$ cat src/rtl/id_ex_pipe_stage.sv
// -----------------------------------------------------------------------------
// id_ex_pipe_stage
//
// Flow-controlled ID->EX pipeline register with a two-entry skid buffer,
// synchronous flush (bubble insertion) and configurable immediate extension.
// The main entry drives the outputs; the skid entry absorbs the single
// in-flight transfer that arrives while the execute stage back-pressures.
//
// Ports:
//   clk, rst          clock (rising edge) and asynchronous active-high reset
//   flush             synchronous squash of every held entry
//   in_valid/in_ready upstream handshake (in_ready is registered)
//   in_ctrl/in_data   control and data bundles from decode
//   in_imm            raw immediate, extended at capture time
//   out_valid/out_ready downstream handshake
//   out_ctrl          control of the main entry, CTRL_BUBBLE when invalid
//   out_data/out_imm  data bundle and extended immediate of the main entry
//   occupancy         number of held entries (0..2)
//   stall_cnt         saturating count of back-pressured output cycles
// -----------------------------------------------------------------------------
module id_ex_pipe_stage #(
    parameter int                CTRL_W      = 10,
    parameter int                DATA_W      = 79,
    parameter logic [CTRL_W-1:0] CTRL_BUBBLE = {CTRL_W{1'b0}},
    parameter int                IMM_IN_W    = 16,
    parameter int                IMM_OUT_W   = 32,
    parameter int                IMM_SIGNED  = 1
) (
    input  logic                 clk,
    input  logic                 rst,
    input  logic                 flush,
    input  logic                 in_valid,
    output logic                 in_ready,
    input  logic [CTRL_W-1:0]    in_ctrl,
    input  logic [DATA_W-1:0]    in_data,
    input  logic [IMM_IN_W-1:0]  in_imm,
    output logic                 out_valid,
    input  logic                 out_ready,
    output logic [CTRL_W-1:0]    out_ctrl,
    output logic [DATA_W-1:0]    out_data,
    output logic [IMM_OUT_W-1:0] out_imm,
    output logic [1:0]           occupancy,
    output logic [15:0]          stall_cnt
);

    // Extend the raw immediate to the output width (sign or zero).
    function automatic logic [IMM_OUT_W-1:0] extend_imm(input logic [IMM_IN_W-1:0] imm);
        if (IMM_SIGNED != 0) begin
            return IMM_OUT_W'($signed(imm));
        end else begin
            return IMM_OUT_W'(imm);
        end
    endfunction

    logic                 main_valid_r, main_valid_s;
    logic [CTRL_W-1:0]    main_ctrl_r,  main_ctrl_s;
    logic [DATA_W-1:0]    main_data_r,  main_data_s;
    logic [IMM_OUT_W-1:0] main_imm_r,   main_imm_s;
    logic                 skid_valid_r, skid_valid_s;
    logic [CTRL_W-1:0]    skid_ctrl_r,  skid_ctrl_s;
    logic [DATA_W-1:0]    skid_data_r,  skid_data_s;
    logic [IMM_OUT_W-1:0] skid_imm_r,   skid_imm_s;
    logic                 in_ready_r;
    logic [1:0]           occ_r,        occ_s;
    logic [15:0]          stall_cnt_r,  stall_cnt_s;
    logic [IMM_OUT_W-1:0] in_imm_ext_s;
    logic                 in_fire_s;

    // Next-state computation for both entries, occupancy and stall counter.
    always_comb begin
        main_valid_s = main_valid_r;
        main_ctrl_s  = main_ctrl_r;
        main_data_s  = main_data_r;
        main_imm_s   = main_imm_r;
        skid_valid_s = skid_valid_r;
        skid_ctrl_s  = skid_ctrl_r;
        skid_data_s  = skid_data_r;
        skid_imm_s   = skid_imm_r;
        in_imm_ext_s = extend_imm(in_imm);
        in_fire_s    = in_valid & in_ready_r;

        if (flush) begin
            // Data and imm are left alone; only control is scrubbed.
            main_valid_s = 1'b0;
            skid_valid_s = 1'b0;
            main_ctrl_s  = CTRL_BUBBLE;
        end else begin
            case ({main_valid_r, skid_valid_r})
                2'b00: begin
                    if (in_fire_s) begin
                        main_valid_s = 1'b1;
                        main_ctrl_s  = in_ctrl;
                        main_data_s  = in_data;
                        main_imm_s   = in_imm_ext_s;
                    end else begin
                        main_valid_s = 1'b0;
                    end
                end
                2'b10: begin
                    if (in_fire_s && out_ready) begin
                        main_ctrl_s  = in_ctrl;
                        main_data_s  = in_data;
                        main_imm_s   = in_imm_ext_s;
                    end else if (in_fire_s) begin
                        skid_valid_s = 1'b1;
                        skid_ctrl_s  = in_ctrl;
                        skid_data_s  = in_data;
                        skid_imm_s   = in_imm_ext_s;
                    end else if (out_ready) begin
                        // Keeping ctrl at the bubble value lets out_ctrl stay a plain flop.
                        main_valid_s = 1'b0;
                        main_ctrl_s  = CTRL_BUBBLE;
                    end else begin
                        main_valid_s = 1'b1;
                    end
                end
                2'b11: begin
                    if (out_ready) begin
                        main_ctrl_s  = skid_ctrl_r;
                        main_data_s  = skid_data_r;
                        main_imm_s   = skid_imm_r;
                        skid_valid_s = 1'b0;
                    end else begin
                        skid_valid_s = 1'b1;
                    end
                end
                default: begin
                    // Skid-only is unreachable; collapse to a clean empty stage.
                    main_valid_s = 1'b0;
                    skid_valid_s = 1'b0;
                    main_ctrl_s  = CTRL_BUBBLE;
                end
            endcase
        end

        occ_s = {1'b0, main_valid_s} + {1'b0, skid_valid_s};

        if (main_valid_r && !out_ready && (stall_cnt_r != 16'hFFFF)) begin
            stall_cnt_s = stall_cnt_r + 16'd1;
        end else begin
            stall_cnt_s = stall_cnt_r;
        end
    end

    // State registers; in_ready is precomputed from the next skid valid bit.
    always_ff @(posedge clk or posedge rst) begin
        if (rst) begin
            main_valid_r <= 1'b0;
            main_ctrl_r  <= CTRL_BUBBLE;
            main_data_r  <= {DATA_W{1'b0}};
            main_imm_r   <= {IMM_OUT_W{1'b0}};
            skid_valid_r <= 1'b0;
            skid_ctrl_r  <= {CTRL_W{1'b0}};
            skid_data_r  <= {DATA_W{1'b0}};
            skid_imm_r   <= {IMM_OUT_W{1'b0}};
            in_ready_r   <= 1'b1;
            occ_r        <= 2'd0;
            stall_cnt_r  <= 16'd0;
        end else begin
            main_valid_r <= main_valid_s;
            main_ctrl_r  <= main_ctrl_s;
            main_data_r  <= main_data_s;
            main_imm_r   <= main_imm_s;
            skid_valid_r <= skid_valid_s;
            skid_ctrl_r  <= skid_ctrl_s;
            skid_data_r  <= skid_data_s;
            skid_imm_r   <= skid_imm_s;
            in_ready_r   <= !skid_valid_s;
            occ_r        <= occ_s;
            stall_cnt_r  <= stall_cnt_s;
        end
    end

    assign in_ready  = in_ready_r;
    assign out_valid = main_valid_r;
    assign out_ctrl  = main_ctrl_r;
    assign out_data  = main_data_r;
    assign out_imm   = main_imm_r;
    assign occupancy = occ_r;
    assign stall_cnt = stall_cnt_r;

endmodule
$ cat config.mk
export PLATFORM = sky130hd
export DESIGN_NAME = id_ex_pipe_stage
export DESIGN_NICKNAME = d
export VERILOG_FILES = /design/src/rtl/id_ex_pipe_stage.sv
export SDC_FILE = /design/constraint.sdc
export NUM_CORES = 1
export LEC_CHECK = 0
export CAP_MARGIN = 20
export CORE_ASPECT_RATIO = 2
export CORE_MARGIN = 1
export CORE_UTILIZATION = 45
export CTS_CLUSTER_DIAMETER = 60
export DETAILED_ROUTE_END_ITERATION = 12
export GPL_TIMING_DRIVEN = 0
export PLACE_DENSITY = 0.85
export SYNTH_ARGS = -nofsm -noshare
export SYNTH_HDL_FRONTEND = slang
export SYNTH_SLANG_ARGS = --single-unit
$ cat constraint.sdc
create_clock -name clk -period 6.95 [get_ports clk]
set_clock_uncertainty 0.05 [all_clocks]
set_input_delay 1.0425 -clock clk [delete_from_list [all_inputs] [get_ports clk]]
set_output_delay 1.0425 -clock clk [all_outputs]
set_load 0.02 [all_outputs]
* Word-level counts from Yosys, hierarchy flattened *
Index checks and enable logic that the tools add are counted.

word-level totals
  bits in registers = 247
  bits of input ports = 110
  output and inout port bits = 141
  word-level logic and storage cells = 61

operators by class
  add/sub/neg operators = 2
  equality and inequality tests = 10
  muxes and demuxes = 25
  bitwise logic cells = 3
  reductions and logical operators = 10

operators with widths
  cell                   count
  $mux 79                3
  $pmux 79 s3            1
  $mux 32                3
  $pmux 32 s3            1
  $mux 10                6
  $pmux 10 s3            1
  $add 16x1->16 const B  1
  $ne 16x16->1 const B   1
  $mux 1                 8
  $ne 4x4->1 const B     2
  $reduce_and 4->1       2
  $ne 2x2->1 const B     3
  $ne 3x3->1 const B     2
  $pmux 1 s3             2
  $reduce_and 5->1       1
  $eq 2x2->1 const B     2
  $logic_and 1x1->1      3
  $reduce_bool 3->1      1
  $add 1x1->2            1
  $logic_not 1->1        2
  $logic_not 2->1        1
  $not 1->1              2
  $and 1x1->1            1

* Logic depth before layout (Yosys ltp) *
Gate-level depths: netlist of run 1.

  word-level depth = 6
  mapped depth = 8
  gate-level depth less buffers = 5

* Worst setup path before layout of run 1 *
No wires, ideal clock.

  kind = input to register
  start = in flush
  end = reg skid_data_r[25]
  setup time = 0.125 ns
  arrival time = 2.121 ns
  path slack = 4.654 ns
  stages = 6
  cells stage by stage = clkbuf_1 nor2_1 nand2_1 buf_4 buf_6 mux2_4

between the ends
  longest elaborated chain between the ends = 2

ends and longest elaborated chain
  item                               RTL line  text
  start, declared                    31        input logic flush,
  $not 1->1 (no source line)         -
  $reduce_and 4->1 (no source line)  -
  end signal, assigned               154       skid_data_r <= {DATA_W{1'b0}};
  end signal, assigned               166       skid_data_r <= skid_data_s;
  end, declared                      61        logic [DATA_W-1:0] skid_data_r, skid_data_s;

No other way between the ends.
A chain may end at the register's enable or synchronous reset.

* Worst setup path in the final report of run 1 *
  start = reg main_imm_r[30] (netlist: out_imm[30])
  end = out out_imm[30]

RTL lines
  item                    RTL line  text
  start, declared         58        logic [IMM_OUT_W-1:0] main_imm_r, main_imm_s;
  start signal, assigned  151       main_imm_r <= {IMM_OUT_W{1'b0}};
  start signal, assigned  163       main_imm_r <= main_imm_s;
  end, declared           41        output logic [IMM_OUT_W-1:0] out_imm,

No word-level cell between the ends.

==> results.cfg, run 1 <==
[outcome]
status = finished, final reports clean

[synth]
ys_seq_area_frac = 0.580
synth-edff-count = 0
yosys.area.top_type_share = 0.577
synth_area_per_cell_um2 = 11.2
yosysTopAreaCell = dfrtp_1
synth-seq-cells = 231
syn_inst = 893
ys_types = 41
yosys_warnings = 0
synth_ff_type = dfrtp_1
async_flop_share = 1.00
synth.area.top_cells = dfrtp_1 (58%), mux2_4 (7.5%), nand2_1 (7.5%)
synth_nets = 1004
syn_area_um2 = 9970

[worst_setup_path]
path_depth = 2
cp_slowest_cell = dfrtp_1
max_stage_delay_ns = 0.65
cp-start-kind = flip-flop
critPathMaxFanout = 18
crit_type = reg -> out
crit_buf_inv = 2
endpoint_kind = primary output
critPathTopFamily = buffers and inverters
crit_arrival_ns = 1.95
cp.required_ns = 5.86
crit_chain = buf_4 -> clkdlybuf4s50_1
rr_worst_depth = 4

[floorplan]
dieArea_um2 = 22800
io_pins = 251
rows = 76
die_h_um = 212
initial_core_util = 0.462
core_um2 = 21600
die_w_um = 107

[grt]
grt_usage = 0.261
grt_pass1_wl_mm = 45.9
grt.overflow.total = 0
grt_antenna_before_repair = 2
grt_pass1_vias = 8710
grt_max_degree = 45

[drt]
first_pass_iters = 5
wl_per_cell_um = 20.0
vias_per_cell = 5.49
num_vias = 8009
drtAntennaViolNets = 0
drt_iter0_drc = 456
drt_wl_total_mm = 29.1
drc = 0

[place]
dp_hpwl_mm = 21.1
port_buffers = 249
gp_congestion = 0.847

[sta]
relSlewSlack = 0.228
fmax_ghz = 0.328
finalHoldViolations = 0
hold_slack_ns = 0.446
worst_slew_pin_slew_ns = 1.16
setup_viol = 0
finalCritPeriodShare = 0.438
period_needed_ns = 3.05
final.setup.tns_ns = 0
rsz0062_at_grt = false
slew_viol_final = 0

[finish]
area_growth_pct = 36.5
nets = 1282
drive_gt1_frac = 0.178

[clocking]
post_cts_buffers = 0
numCtsBuffers = 21
cts.repair.resized = 0
cts_sinks = 231
hold_buffers = 0
tritoncts = yes
htree_levels = 1
clkLatencyLatePin_ns = 0.50
cts_buffer_depth = 3
path_clk_slew_ns = 0.07
root_buffer = clkbuf_16

[pwr]
p_per_area_nw_per_um2 = 294
peakVddDrop_mv = 0.243
p_leak_nw = 6.08

[hold_path]
whs_path_depth = 1
hold_class = reg -> reg

[flow_run]
max_cap_violations = 0
## report_power, final
part           switching, mW  total (mW)  internal [mW]  leakage [nW]
Combinational          0.466        1.03          0.559          3.02
Clock                  0.505        1.16          0.652         0.326
Sequential             0.194        1.82           1.63          2.74
## stage by stage
step                utilization  instance area, um^2  total power [mW]  setup WS, ns  cells
detailed placement        0.599                12900              2.86          3.76   1421
floorplan                     -                 9970              2.36          2.84    893
CTS                       0.630                13600              4.02          3.86   1458
global placement          0.593                12800              2.80          1.22   1415
finish                    0.631                13600              4.00          3.90   1460
global route              0.631                13600              4.16          3.81   1460
## layout by cell type, fill, tap and decap left out, types with 2 or more instances in the layout
master           synthesis  layout
a21oi_1                  5       5
a22oi_1                 10      10
a31oi_1                 96      96
buf_12                   0       5
buf_2                   30      30
buf_4                   20      20
buf_6                    7       7
clkbuf_1                16      23
clkbuf_16                0      21
clkbuf_8                 0       5
clkdlybuf4s50_1          0     249
clkinvlp_4               0       2
dfrtp_1                230     230
diode_2                  0       2
inv_1                    4       3
mux2_2                  56      56
mux2_4                  50      50
nand2_1                199     199
nand2b_1                 4       4
nand3_1                  6       6
nand3b_1                 2       2
nand4_1                  3       3
nor2_1                 102     102
nor2b_1                  2       2
nor3_1                   8       8
nor3b_1                  2       2
nor4_2                   3       3
o2bb2ai_1               10      10
xnor2_1                  4       4
xor2_1                   7       7
## synth_stat cells, drive strengths merged, types with 2 or more instances
master,instances
nor2b,2
inv,5
nand3,7
nor2,102
nand2,199
nand3b,2
o2bb2ai,10
clkbuf,16
nand2b,4
mux2,107
nand4,4
nor3,8
xor2,7
buf,58
a21oi,6
a22oi,10
dfrtp,230
nor3b,2
a31oi,96
nor4,4
xnor2,4
## area by class of cell
type,count,area [um^2]
clock inverter,4,51.3
tap,273,342
inverter,5,22.5
multi-input combinational,583,3730
buffer,74,443
timing repair buffer,255,2620
fill,1678,7970
sequential,231,5780
antenna,2,5.00
clock buffer,33,621
## flip-flops by register name, indices dropped and copies added, names as in the netlist
register      flops
in_ready          1
out_data         79
stall_cnt        16
out_valid         1
skid_valid_r      1
occupancy         2
out_ctrl         10
skid_imm_r       16
out_imm          16
skid_data_r      79
skid_ctrl_r      10
## path summary, 6_finish.rpt
| kind | endpoint | from | slack (ns) |
|---|---|---|---|
| max in group asynchronous | out_data[71] | rst | 4.70 |
| worst min-delay path | out_ctrl[7] | out_ctrl[7] | 0.45 |
| worst max-delay path | out_imm[30] | out_imm[30] | 3.90 |
| worst max register to register | out_ctrl[8] | in_ready | 4.88 |
| worst min register to register | out_ctrl[7] | out_ctrl[7] | 0.45 |
| min in group asynchronous | skid_data_r[10] | rst | 0.86 |
## worst reg2reg max path: cells and delay by family (launching register included)
kind	cells	cell delay [ns]
compound gates	3	1.29
flops	1	0.56
simple gates	1	0.08
## per-layer routing
layer / global-route usage / vias to the layer above / share of wire
li1: - / 3594 / -
met1: 0.273 / 4020 / 0.34
met2: 0.494 / 297 / 0.55
met3: 0.0353 / 98 / 0.049
met4: 0.144 / 0 / 0.056
met5: 0 / - / 0
## logic make-up (layout without fill, tap and decap cells)
group	after synthesis	count (layout)	synth area share
multiplexers	107	107	0.140
flip-flops	231	231	0.580
AO/OA/AOI/OAI	125	125	0.0831
other	0	2	0
XOR/XNOR	11	11	0.00966
adder cells (fa/ha/maj)	1	1	0.00125
buffers and inverters	79	371	0.0463
AND/OR/NAND/NOR	339	339	0.140
Note: power is estimated with default switching activity, not from simulation.
==> run 2, diff against run 1 <==
==> constraint.sdc (replaced) <==
create_clock -name clk -period 2.75 [get_ports clk]
set_clock_uncertainty 0.05 [all_clocks]
set_input_delay 0.4125 -clock clk [delete_from_list [all_inputs] [get_ports clk]]
set_output_delay 0.4125 -clock clk [all_outputs]
set_load 0.02 [all_outputs]
==> results of run 2 <==
Same layout as run 1 (identical final DEF). Status: finished, final reports clean.
Among the figures that moved: setup slack after placement 3.76 ns -> 0.187 ns; clock-pin slew on the worst setup and hold paths 0.07 ns -> 0.06 ns; setup slack after layout 3.90 ns -> 0.334 ns; hold slack 0.446 ns -> 0.223 ns; register-to-register setup slack 4.88 ns -> 0.68 ns; end point of the worst hold path out_ctrl[7] -> out_valid; total power 4.00 mW -> 10.1 mW; worst IR drop on VDD 0.243 mV -> 0.615 mV
==> run 3, diff against run 2 <==
--- a/config.mk
+++ b/config.mk
@@ -7,12 +7,13 @@
 export LEC_CHECK = 0
 export CAP_MARGIN = 20
 export CORE_ASPECT_RATIO = 2
-export CORE_MARGIN = 1
+export CORE_MARGIN = 10
 export CORE_UTILIZATION = 45
 export CTS_CLUSTER_DIAMETER = 60
 export DETAILED_ROUTE_END_ITERATION = 12
 export GPL_TIMING_DRIVEN = 0
 export PLACE_DENSITY = 0.85
+export SLEW_MARGIN = 20
 export SYNTH_ARGS = -nofsm -noshare
 export SYNTH_HDL_FRONTEND = slang
 export SYNTH_SLANG_ARGS = --single-unit
==> run 3 against run 2 <==
Net effect: die area up 27%; clock power up 6%; cell area up 0.60%; critical path type unchanged; first-iteration DRC count up 14%; fmax down 0.98%; non-clock buffer count up 1; sequential power about the same.
==> results.cfg, run 3 (synthesized netlist as in run 1, its figures left out) <==
[grt]
grt_pass1_vias = 8884
grt_antenna_before_repair = 7
grt_pass1_wl_mm = 49.3
grt_max_degree = 35
grt.overflow.total = 0
grt_usage = 0.209

[pwr]
p_per_area_nw_per_um2 = 754
power_switching_mw = 2.99
switching_share = 0.290
peakVddDrop_mv = 0.558
pwr-share-comb = 0.254
total_power_mw = 10.3
power_frac_seq = 0.445
p_leak_nw = 6.12
p_int_mw = 7.33
clockPowerShare = 0.300

[sta]
finalCritPeriodShare = 0.887
setup_viol = 0
relSlewSlack = 0.278
finalHoldViolations = 0
slew_viol_final = 0
fmax_ghz = 0.410
rsz0062_at_grt = false
period_needed_ns = 2.44
hold_slack_ns = 0.210
worst_slew_pin_slew_ns = 1.08

[floorplan]
die_w_um = 125
rows = 77
initial_core_util = 0.454
dieArea_um2 = 28900
core_um2 = 22000
io_pins = 251
die_h_um = 230

[worst_setup_path]
crit_chain = buf_4 -> clkdlybuf4s50_1
cp_slowest_cell = dfrtp_1
max_stage_delay_ns = 0.65
endpoint_kind = primary output
crit_type = reg -> out
crit_buf_inv = 2
rr_worst_depth = 5
cp.required_ns = 2.29
crit_arrival_ns = 1.98
path_depth = 2
cp-start-kind = flip-flop
critPathTopFamily = buffers and inverters
critPathMaxFanout = 18

[finish]
drive_gt1_frac = 0.180
final_util = 0.623
stdcell_count = 1469
fill_cells = 1709
final_cell_mix = clkdlybuf4s50_1 (249), dfrtp_1 (230), nand2_1 (199), nor2_1 (102), a31oi_1 (96)
final_cell_area_um2 = 13700
final_common_cell = clkdlybuf4s50_1
area_growth_pct = 37.3
nets = 1283

[drt]
wl_per_cell_um = 21.3
drt_iter0_drc = 521
vias_per_cell = 5.48
num_vias = 8057
drt_wl_total_mm = 31.2
first_pass_iters = 5
drc = 0
drtAntennaViolNets = 0

[place]
placedCellCount = 1425
gp_congestion = 0.843
placed_cell_area_um2 = 13000
port_buffers = 249
dp_hpwl_mm = 22.8

[clocking]
tritoncts = yes
path_clk_slew_ns = 0.06
numCtsBuffers = 21
hold_buffers = 0
cts_sinks = 231
post_cts_buffers = 0
htree_levels = 1
cts.repair.resized = 0
cts_buffer_depth = 3
clkLatencyLatePin_ns = 0.51
root_buffer = clkbuf_16

[hold_path]
hold_class = in -> reg
whs_path_depth = 2

[flow_run]
max_cap_violations = 0

[outcome]
status = finished, final reports clean
-- run 3: final timing paths --
path,from,to,slack [ns]
setup / recovery,out_imm[30],out_imm[20],0.31
hold / removal,flush,out_valid,0.21
setup reg to reg,stall_cnt[0],stall_cnt[1],0.67
hold reg to reg,out_ctrl[5],out_ctrl[5],0.45
max in group asynchronous,rst,skid_data_r[66],0.93
min in group asynchronous,rst,skid_data_r[10],0.26
-- run 3: power by group through the flow --
stage,combinational (mW),sequential (mW),clock (mW)
global placement,2.54,4.58,0
floorplan,1.08,4.89,0
CTS,2.66,4.58,3.15
global route,2.80,4.67,3.29
detailed placement,2.64,4.62,0
finish,2.63,4.60,3.10
-- run 3: area by class of cell --
cell class | count | area, um^2 | area share
clock buffer | 30 | 599 | 0.0438
sequential | 231 | 5780 | 0.422
timing repair buffer | 256 | 2640 | 0.193
clock inverter | 7 | 118 | 0.00859
buffer | 74 | 443 | 0.0323
inverter | 5 | 22.5 | 0.00164
antenna | 7 | 17.5 | 0.00128
multi-input combinational | 583 | 3730 | 0.272
tap | 276 | 345 | 0.0252
-- run 3: per-layer routing --
layer  GRT usage  part of all wire  up-vias
met5           0                 0        -
met2       0.385              0.55      321
met4       0.135             0.059        0
li1            -                 -     3606
met3      0.0399             0.050       99
met1       0.210              0.34     4031
-- run 3: metrics by stage --
step	setup TNS (ns)	setup WS, ns
final	0	0.310
after global routing	0	0.221
after floorplan	-168.73	-0.734
after detailed placement	0	0.212
after global placement	-537.93	-2.37
after CTS	0	0.266
